--- src/rtl/thresh_cfg_loader_if.sv ---
// Threshold stream and config-port bundle for thresh_cfg_loader.
// The master modport is the loader side; slave is the source/target side.
interface thresh_cfg_loader_if #(
  parameter int K = 8,
  parameter int A = 1
);
  logic         s_tvalid;
  logic         s_tready;
  logic [K-1:0] s_tdata;
  logic         cfg_en;
  logic         cfg_we;
  logic [A-1:0] cfg_a;
  logic [K-1:0] cfg_d;
  logic         cfg_rack;
  logic [K-1:0] cfg_q;

  modport master (
    input  s_tvalid, s_tdata, cfg_rack, cfg_q,
    output s_tready, cfg_en, cfg_we, cfg_a, cfg_d
  );

  modport slave (
    output s_tvalid, s_tdata, cfg_rack, cfg_q,
    input  s_tready, cfg_en, cfg_we, cfg_a, cfg_d
  );
endinterface

--- src/rtl/thresh_cfg_loader.sv ---
// Converts a channel-major threshold stream into thresholding config writes at {cf, pe, t}.
// Define THRESH_CFG_LOADER_VERIFY_EN to read back every write and flag mismatches on err.
module thresh_cfg_loader #(
  parameter int N  = 1,
  parameter int K  = 8,
  parameter int C  = 1,
  parameter int PE = 1
) (
  input  logic                clk,
  input  logic                rst,
  input  logic                start,
  output logic                busy,
  output logic                done,
  output logic                err,
  thresh_cfg_loader_if.master bus
);
  localparam int CF  = C / PE;
  localparam int TW  = $clog2(N);
  localparam int PW  = $clog2(PE);
  localparam int CW  = $clog2(CF);
  localparam int A   = (CW + PW + TW < 1) ? 1 : CW + PW + TW;
  localparam int TCW = (TW < 1) ? 1 : TW;
  localparam int PCW = (PW < 1) ? 1 : PW;
  localparam int CCW = (CW < 1) ? 1 : CW;

  typedef enum logic [2:0] {S_IDLE, S_LOAD, S_WR, S_CHK, S_FIN} state_t;

  state_t         state_q, state_d;
  logic [TCW-1:0] t_q, t_d;
  logic [PCW-1:0] pe_q, pe_d;
  logic [CCW-1:0] cf_q, cf_d;
  logic           cfg_en_q, cfg_en_d;
  logic           cfg_we_q, cfg_we_d;
  logic [A-1:0]   cfg_a_q, cfg_a_d;
  logic [K-1:0]   cfg_d_q, cfg_d_d;
  logic           busy_q, busy_d;
  logic           done_q, done_d;
  logic           is_last;
  logic [A-1:0]   addr;

  // Zero-width fields collapse because their counters stay 0 and their shifts overlap.
  assign addr    = (A'(cf_q) << (PW + TW)) | (A'(pe_q) << TW) | A'(t_q);
  assign is_last = (t_q == TCW'(N - 1)) && (pe_q == PCW'(PE - 1)) && (cf_q == CCW'(CF - 1));

`ifdef THRESH_CFG_LOADER_VERIFY_EN
  logic err_q, err_d;
  logic last_q, last_d;
  assign err = err_q;
`else
  logic unused_readback;
  assign unused_readback = ^{bus.cfg_rack, bus.cfg_q};
  assign err = 1'b0;
`endif

  always_comb begin
    // NOTE: every variable gets a default first so no path leaves it unassigned (no latches).
    state_d  = state_q;
    t_d      = t_q;
    pe_d     = pe_q;
    cf_d     = cf_q;
    cfg_en_d = 1'b0;
    cfg_we_d = 1'b0;
    cfg_a_d  = cfg_a_q;
    cfg_d_d  = cfg_d_q;
`ifdef THRESH_CFG_LOADER_VERIFY_EN
    err_d    = err_q;
    last_d   = last_q;
`endif
    unique case (state_q)
      S_IDLE: if (start) begin
        t_d     = '0;
        pe_d    = '0;
        cf_d    = '0;
        state_d = S_LOAD;
`ifdef THRESH_CFG_LOADER_VERIFY_EN
        err_d   = 1'b0;
`endif
      end
      S_LOAD: if (bus.s_tvalid) begin
        cfg_en_d = 1'b1;
        cfg_we_d = 1'b1;
        cfg_a_d  = addr;
        cfg_d_d  = bus.s_tdata;
        if (t_q == TCW'(N - 1)) begin
          t_d = '0;
          if (pe_q == PCW'(PE - 1)) begin
            pe_d = '0;
            cf_d = (cf_q == CCW'(CF - 1)) ? '0 : cf_q + 1'b1;
          end else begin
            pe_d = pe_q + 1'b1;
          end
        end else begin
          t_d = t_q + 1'b1;
        end
`ifdef THRESH_CFG_LOADER_VERIFY_EN
        last_d  = is_last;
        state_d = S_WR;
`else
        if (is_last) state_d = S_WR;
`endif
      end
      S_WR: begin
`ifdef THRESH_CFG_LOADER_VERIFY_EN
        // Read back the address just written; cfg_a_q is held from the write.
        cfg_en_d = 1'b1;
        state_d  = S_CHK;
`else
        state_d  = S_FIN;
`endif
      end
      S_CHK: begin
`ifdef THRESH_CFG_LOADER_VERIFY_EN
        if (bus.cfg_rack) begin
          if (bus.cfg_q != cfg_d_q) err_d = 1'b1;
          state_d = last_q ? S_FIN : S_LOAD;
        end
`else
        state_d = S_IDLE;
`endif
      end
      S_FIN:   state_d = S_IDLE;
      default: state_d = S_IDLE;
    endcase
  end

  assign busy_d = (state_d != S_IDLE);
  assign done_d = (state_d == S_FIN);

  always_ff @(posedge clk or posedge rst) begin
    if (rst) begin
      state_q  <= S_IDLE;
      t_q      <= '0;
      pe_q     <= '0;
      cf_q     <= '0;
      cfg_en_q <= 1'b0;
      cfg_we_q <= 1'b0;
      cfg_a_q  <= '0;
      cfg_d_q  <= '0;
      busy_q   <= 1'b0;
      done_q   <= 1'b0;
`ifdef THRESH_CFG_LOADER_VERIFY_EN
      err_q    <= 1'b0;
      last_q   <= 1'b0;
`endif
    end else begin
      // NOTE: non-blocking so every flop samples the pre-edge value of the others.
      state_q  <= state_d;
      t_q      <= t_d;
      pe_q     <= pe_d;
      cf_q     <= cf_d;
      cfg_en_q <= cfg_en_d;
      cfg_we_q <= cfg_we_d;
      cfg_a_q  <= cfg_a_d;
      cfg_d_q  <= cfg_d_d;
      busy_q   <= busy_d;
      done_q   <= done_d;
`ifdef THRESH_CFG_LOADER_VERIFY_EN
      err_q    <= err_d;
      last_q   <= last_d;
`endif
    end
  end

  assign bus.s_tready = (state_q == S_LOAD);
  assign bus.cfg_en   = cfg_en_q;
  assign bus.cfg_we   = cfg_we_q;
  assign bus.cfg_a    = cfg_a_q;
  assign bus.cfg_d    = cfg_d_q;
  assign busy         = busy_q;
  assign done         = done_q;
endmodule

--- src/flat_wrapper.sv ---
// flat-port wrapper written by rule: the top's interface ports become plain ports
module thresh_cfg_loader_flat 
#(
  parameter int N  = 1,
  parameter int K  = 8,
  parameter int C  = 1,
  parameter int PE = 1
)
  (clk, rst, start, busy, done, err, bus_s_tvalid, bus_s_tdata, bus_cfg_rack, bus_cfg_q, bus_s_tready, bus_cfg_en, bus_cfg_we, bus_cfg_a, bus_cfg_d);
  thresh_cfg_loader_if #(.K(K), .A(1)) bus_i ();
  input  logic clk;
  input  logic rst;
  input  logic start;
  output logic busy;
  output logic done;
  output logic err;
  input wire logic [$bits(bus_i.s_tvalid)-1:0] bus_s_tvalid;
  input wire logic [$bits(bus_i.s_tdata)-1:0] bus_s_tdata;
  input wire logic [$bits(bus_i.cfg_rack)-1:0] bus_cfg_rack;
  input wire logic [$bits(bus_i.cfg_q)-1:0] bus_cfg_q;
  output wire logic [$bits(bus_i.s_tready)-1:0] bus_s_tready;
  output wire logic [$bits(bus_i.cfg_en)-1:0] bus_cfg_en;
  output wire logic [$bits(bus_i.cfg_we)-1:0] bus_cfg_we;
  output wire logic [$bits(bus_i.cfg_a)-1:0] bus_cfg_a;
  output wire logic [$bits(bus_i.cfg_d)-1:0] bus_cfg_d;
  assign bus_i.s_tvalid = bus_s_tvalid;
  assign bus_i.s_tdata = bus_s_tdata;
  assign bus_i.cfg_rack = bus_cfg_rack;
  assign bus_i.cfg_q = bus_cfg_q;
  assign bus_s_tready = bus_i.s_tready;
  assign bus_cfg_en = bus_i.cfg_en;
  assign bus_cfg_we = bus_i.cfg_we;
  assign bus_cfg_a = bus_i.cfg_a;
  assign bus_cfg_d = bus_i.cfg_d;
  thresh_cfg_loader #(.N(N), .K(K), .C(C), .PE(PE)) u_core (.clk(clk), .rst(rst), .start(start), .busy(busy), .done(done), .err(err), .bus(bus_i));
endmodule
--- config.mk ---
export PLATFORM = sky130hd
export DESIGN_NAME = thresh_cfg_loader_flat
export DESIGN_NICKNAME = d
export VERILOG_FILES = /design/src/rtl/thresh_cfg_loader_if.sv /design/src/rtl/thresh_cfg_loader.sv /design/src/flat_wrapper.sv
export SDC_FILE = /design/constraint.sdc
export NUM_CORES = 1
export LEC_CHECK = 0
export ABC_AREA = 1
export ABC_CLOCK_PERIOD_IN_PS = 1400
export CELL_PAD_IN_SITES_DETAIL_PLACEMENT = 0
export CELL_PAD_IN_SITES_GLOBAL_PLACEMENT = 1
export CORE_MARGIN = 5
export CORE_UTILIZATION = 43
export DETAILED_ROUTE_END_ITERATION = 8
export DONT_BUFFER_PORTS = 1
export PLACE_DENSITY = 0.85
export SYNTH_ARGS = -nofsm -noshare
export SYNTH_HDL_FRONTEND = slang
export SYNTH_SLANG_ARGS = --single-unit
--- constraint.sdc ---
create_clock -name clk -period 1.4 [get_ports clk]
set_input_delay 0.28 -clock clk [delete_from_list [all_inputs] [get_ports clk]]
set_output_delay 0.28 -clock clk [all_outputs]
set_load 0.02 [all_outputs]
==> metrics <==
Ys Warns=0; DR WL/cell=13.3 µm; Finished Layout Cells=82; first-pass GRT wire length=1570 µm; CP arrival=1040 ps; IO Count=36; worst skew pair latency=280 ps; number of diodes=0; peak supply drop=0.000675 V; top cell type's share of synthesized area=56.8%; Avg Inst Size Synth=9.49 µm²; max-slew violation count=0; final worst path period need=1320 ps; most common cell in the netlist=nand2_1; initial DRC count=5; CP Class=reg2out; Post-Synthesis Cells=65; DPL Wire Length=776 µm; switching pwr=0.708 mW; H-tree depth=1; drt drc=0; grt total ovfl=0; clock power share=17.9%; hold_sp=bus_s_tvalid; f_max=758 MHz; critical path endpoint category=primary output; # setup viols final=0; initial antenna violation count=0; vias in the first global route=385; Hold Crit Class=in2reg; relative slew slack=66.3%; IO buf count=0; Worst-Margin Slew=505 ps; RSZ-0062 raised after global routing=no; synth cell count leaders=nand2_1, dfrtp_1, inv_1; Die Outline Area=2290 µm²; fraction of registers with async set/reset=100%; fin crit share=94.2%; Register-to-Register Path Depth=5; Area Overhead vs Synth=5.27%; FF+latch count, synth=14; top cell type by total area after synthesis=dfrtp_1; internal power=0.907 mW; Final ANT Viol Nets=0; first-pass iteration count of the detailed router=2; number of distinct library cells after synthesis=11; CP required=1120 ps; final hold violations=0; Power Density=2490 nW/µm²; # nets final=89; Max-Cap Viols=0; status=completed; DIE WIDTH=47.9 µm; Worst Clk Skew=3.82 ps; sw frac=43.8%; clock sinks=14; Crit Reg-Reg Startpoint=u_core.state_q[2]; synthesized cell area=617 µm²; Logic pwr share=25.5%; layout cells sized above 1=17.9%; CTS root buf=clkbuf_4; TritonCTS clock tree=done; Startpoint Class=flip-flop; Post-synth EDFFs=0; Critical-path top delay cell=dfrtp_1; global router's overall resource usage=11.3%; # rows=13; die span in y=47.9 µm; leakage=0.380 nW; WL final=1090 µm; Setup TNS Final=0 ps; pin count of the biggest net entering global routing=15; Critical Path Max Stage Delay=410 ps; crit path cell chain=nor2_4 > nand2_1 > inv_2; clk buf depth=2; TritonCTS Buffers=3; Sequential Power Share=56.6%; vias per cell=5.13; top cells by area, synth=dfrtp_1, nand2_1, nand4_1; Starting Density=46.2%; clock-pin slew on the worst setup and hold paths=80 ps; Placed Cells=75; DR vias=421; register area share after synthesis=56.8%; crit path from=u_core.state_q[2]; GPL Wtd Cong=0.632; Cells on Worst Hold Path=2; ys flop type=dfrtp_1; core footprint=1330 µm²; Max FO, Critical Path=5
-- power by group through the flow --
stage	registers (mW)	logic [mW]	clock network (mW)
after floorplan	0.851	0.419	0
after global placement	0.923	0.363	0
after detailed placement	0.925	0.369	0
after CTS	0.921	0.377	0.299
after global routing	0.944	0.477	0.314
final	0.914	0.413	0.288
-- stage by stage --
stage	setup slack [ps]	utilization [%]	power [mW]	cell area (µm²)	hold slack, ps
4_1_cts	33.2	47.6	1.60	634	126
6_report	81.2	48.7	1.61	649	134
5_1_grt	6.28	48.7	1.73	649	125
3_5_place_dp	279	44.0	1.29	587	229
3_3_place_gp	294	44.0	1.29	587	220
2_1_floorplan	281	-	1.27	621	169
-- what timing repair did --
action / 4_1_cts / 5_1_grt
buffers inserted: 0 / 2
endpoints found under the hold margin: 14 / 0
endpoints found under the setup margin: 1 / 1
gates resized for setup: 2 / 0
hold buffers: 1 / 0
pin swaps: 0 / 1
-- worst paths after layout --
check,to,slack [ps]
worst min register to register,u_core.bus.cfg_d[2],590
max in group asynchronous,u_core.state_q[0],560
worst max register to register,u_core.bus.cfg_d[4],220
worst min-delay path,u_core.bus.cfg_d[3],130
min in group asynchronous,u_core.bus.cfg_d[2],480
worst max-delay path,bus_s_tready,80
-- layer usage --
| layer | part of all wire (%) | up-vias | global-route usage (%) |
|---|---|---|---|
| met5 | 0 | - | 0 |
| met3 | 13 | 5 | 8.27 |
| li1 | - | 200 | - |
| met2 | 45 | 22 | 16.1 |
| met1 | 37 | 194 | 9.89 |
| met4 | 4.8 | 0 | 11.3 |
-- worst max-delay path: cells and delay by family, from the launching register on --
kind                   cells  cell delay [ps]
buffers and inverters      1              110
AND/OR/NAND/NOR            2              240
flip-flops                 1              410
-- registers in the layout, summed over array words and instances, names as in the netlist --
| register | flops |
|---|---|
| u_core.bus.cfg_d | 8 |
| u_core.bus.cfg_en | 1 |
| u_core.busy | 1 |
| u_core.done | 1 |
| u_core.state_q | 3 |
-- cell usage in the layout (no fill, tap or decap) --
master and instances:
dfrtp_2 1, dfrtp_1 13, nand2_1 20, conb_1 2, inv_2 1, clkbuf_8 1, nand3_1 1, dlygate4sd3_1 1
clkbuf_4 3, nand4_1 8, nand3_2 2, inv_1 9, nor2_1 1, buf_4 3, nor2_4 1
-- cell families after synthesis --
kind of cell | count (synthesis) | share of synthesized area [%]
flip-flops | 14 | 56.8
AND/OR/NAND/NOR | 33 | 26.8
other | 1 | 0.608
buffers and inverters | 17 | 15.8
-- layout make-up --
class                   instances  area [µm²]
clock buffers                   4        36.3
fillers                       134         684
inverters                      10        37.5
multi-input cells              35         173
flip-flops and latches         14         352
well taps                      15        18.8
repair buffers                  4        32.5
Note: power is estimated with default switching activity, not from simulation.
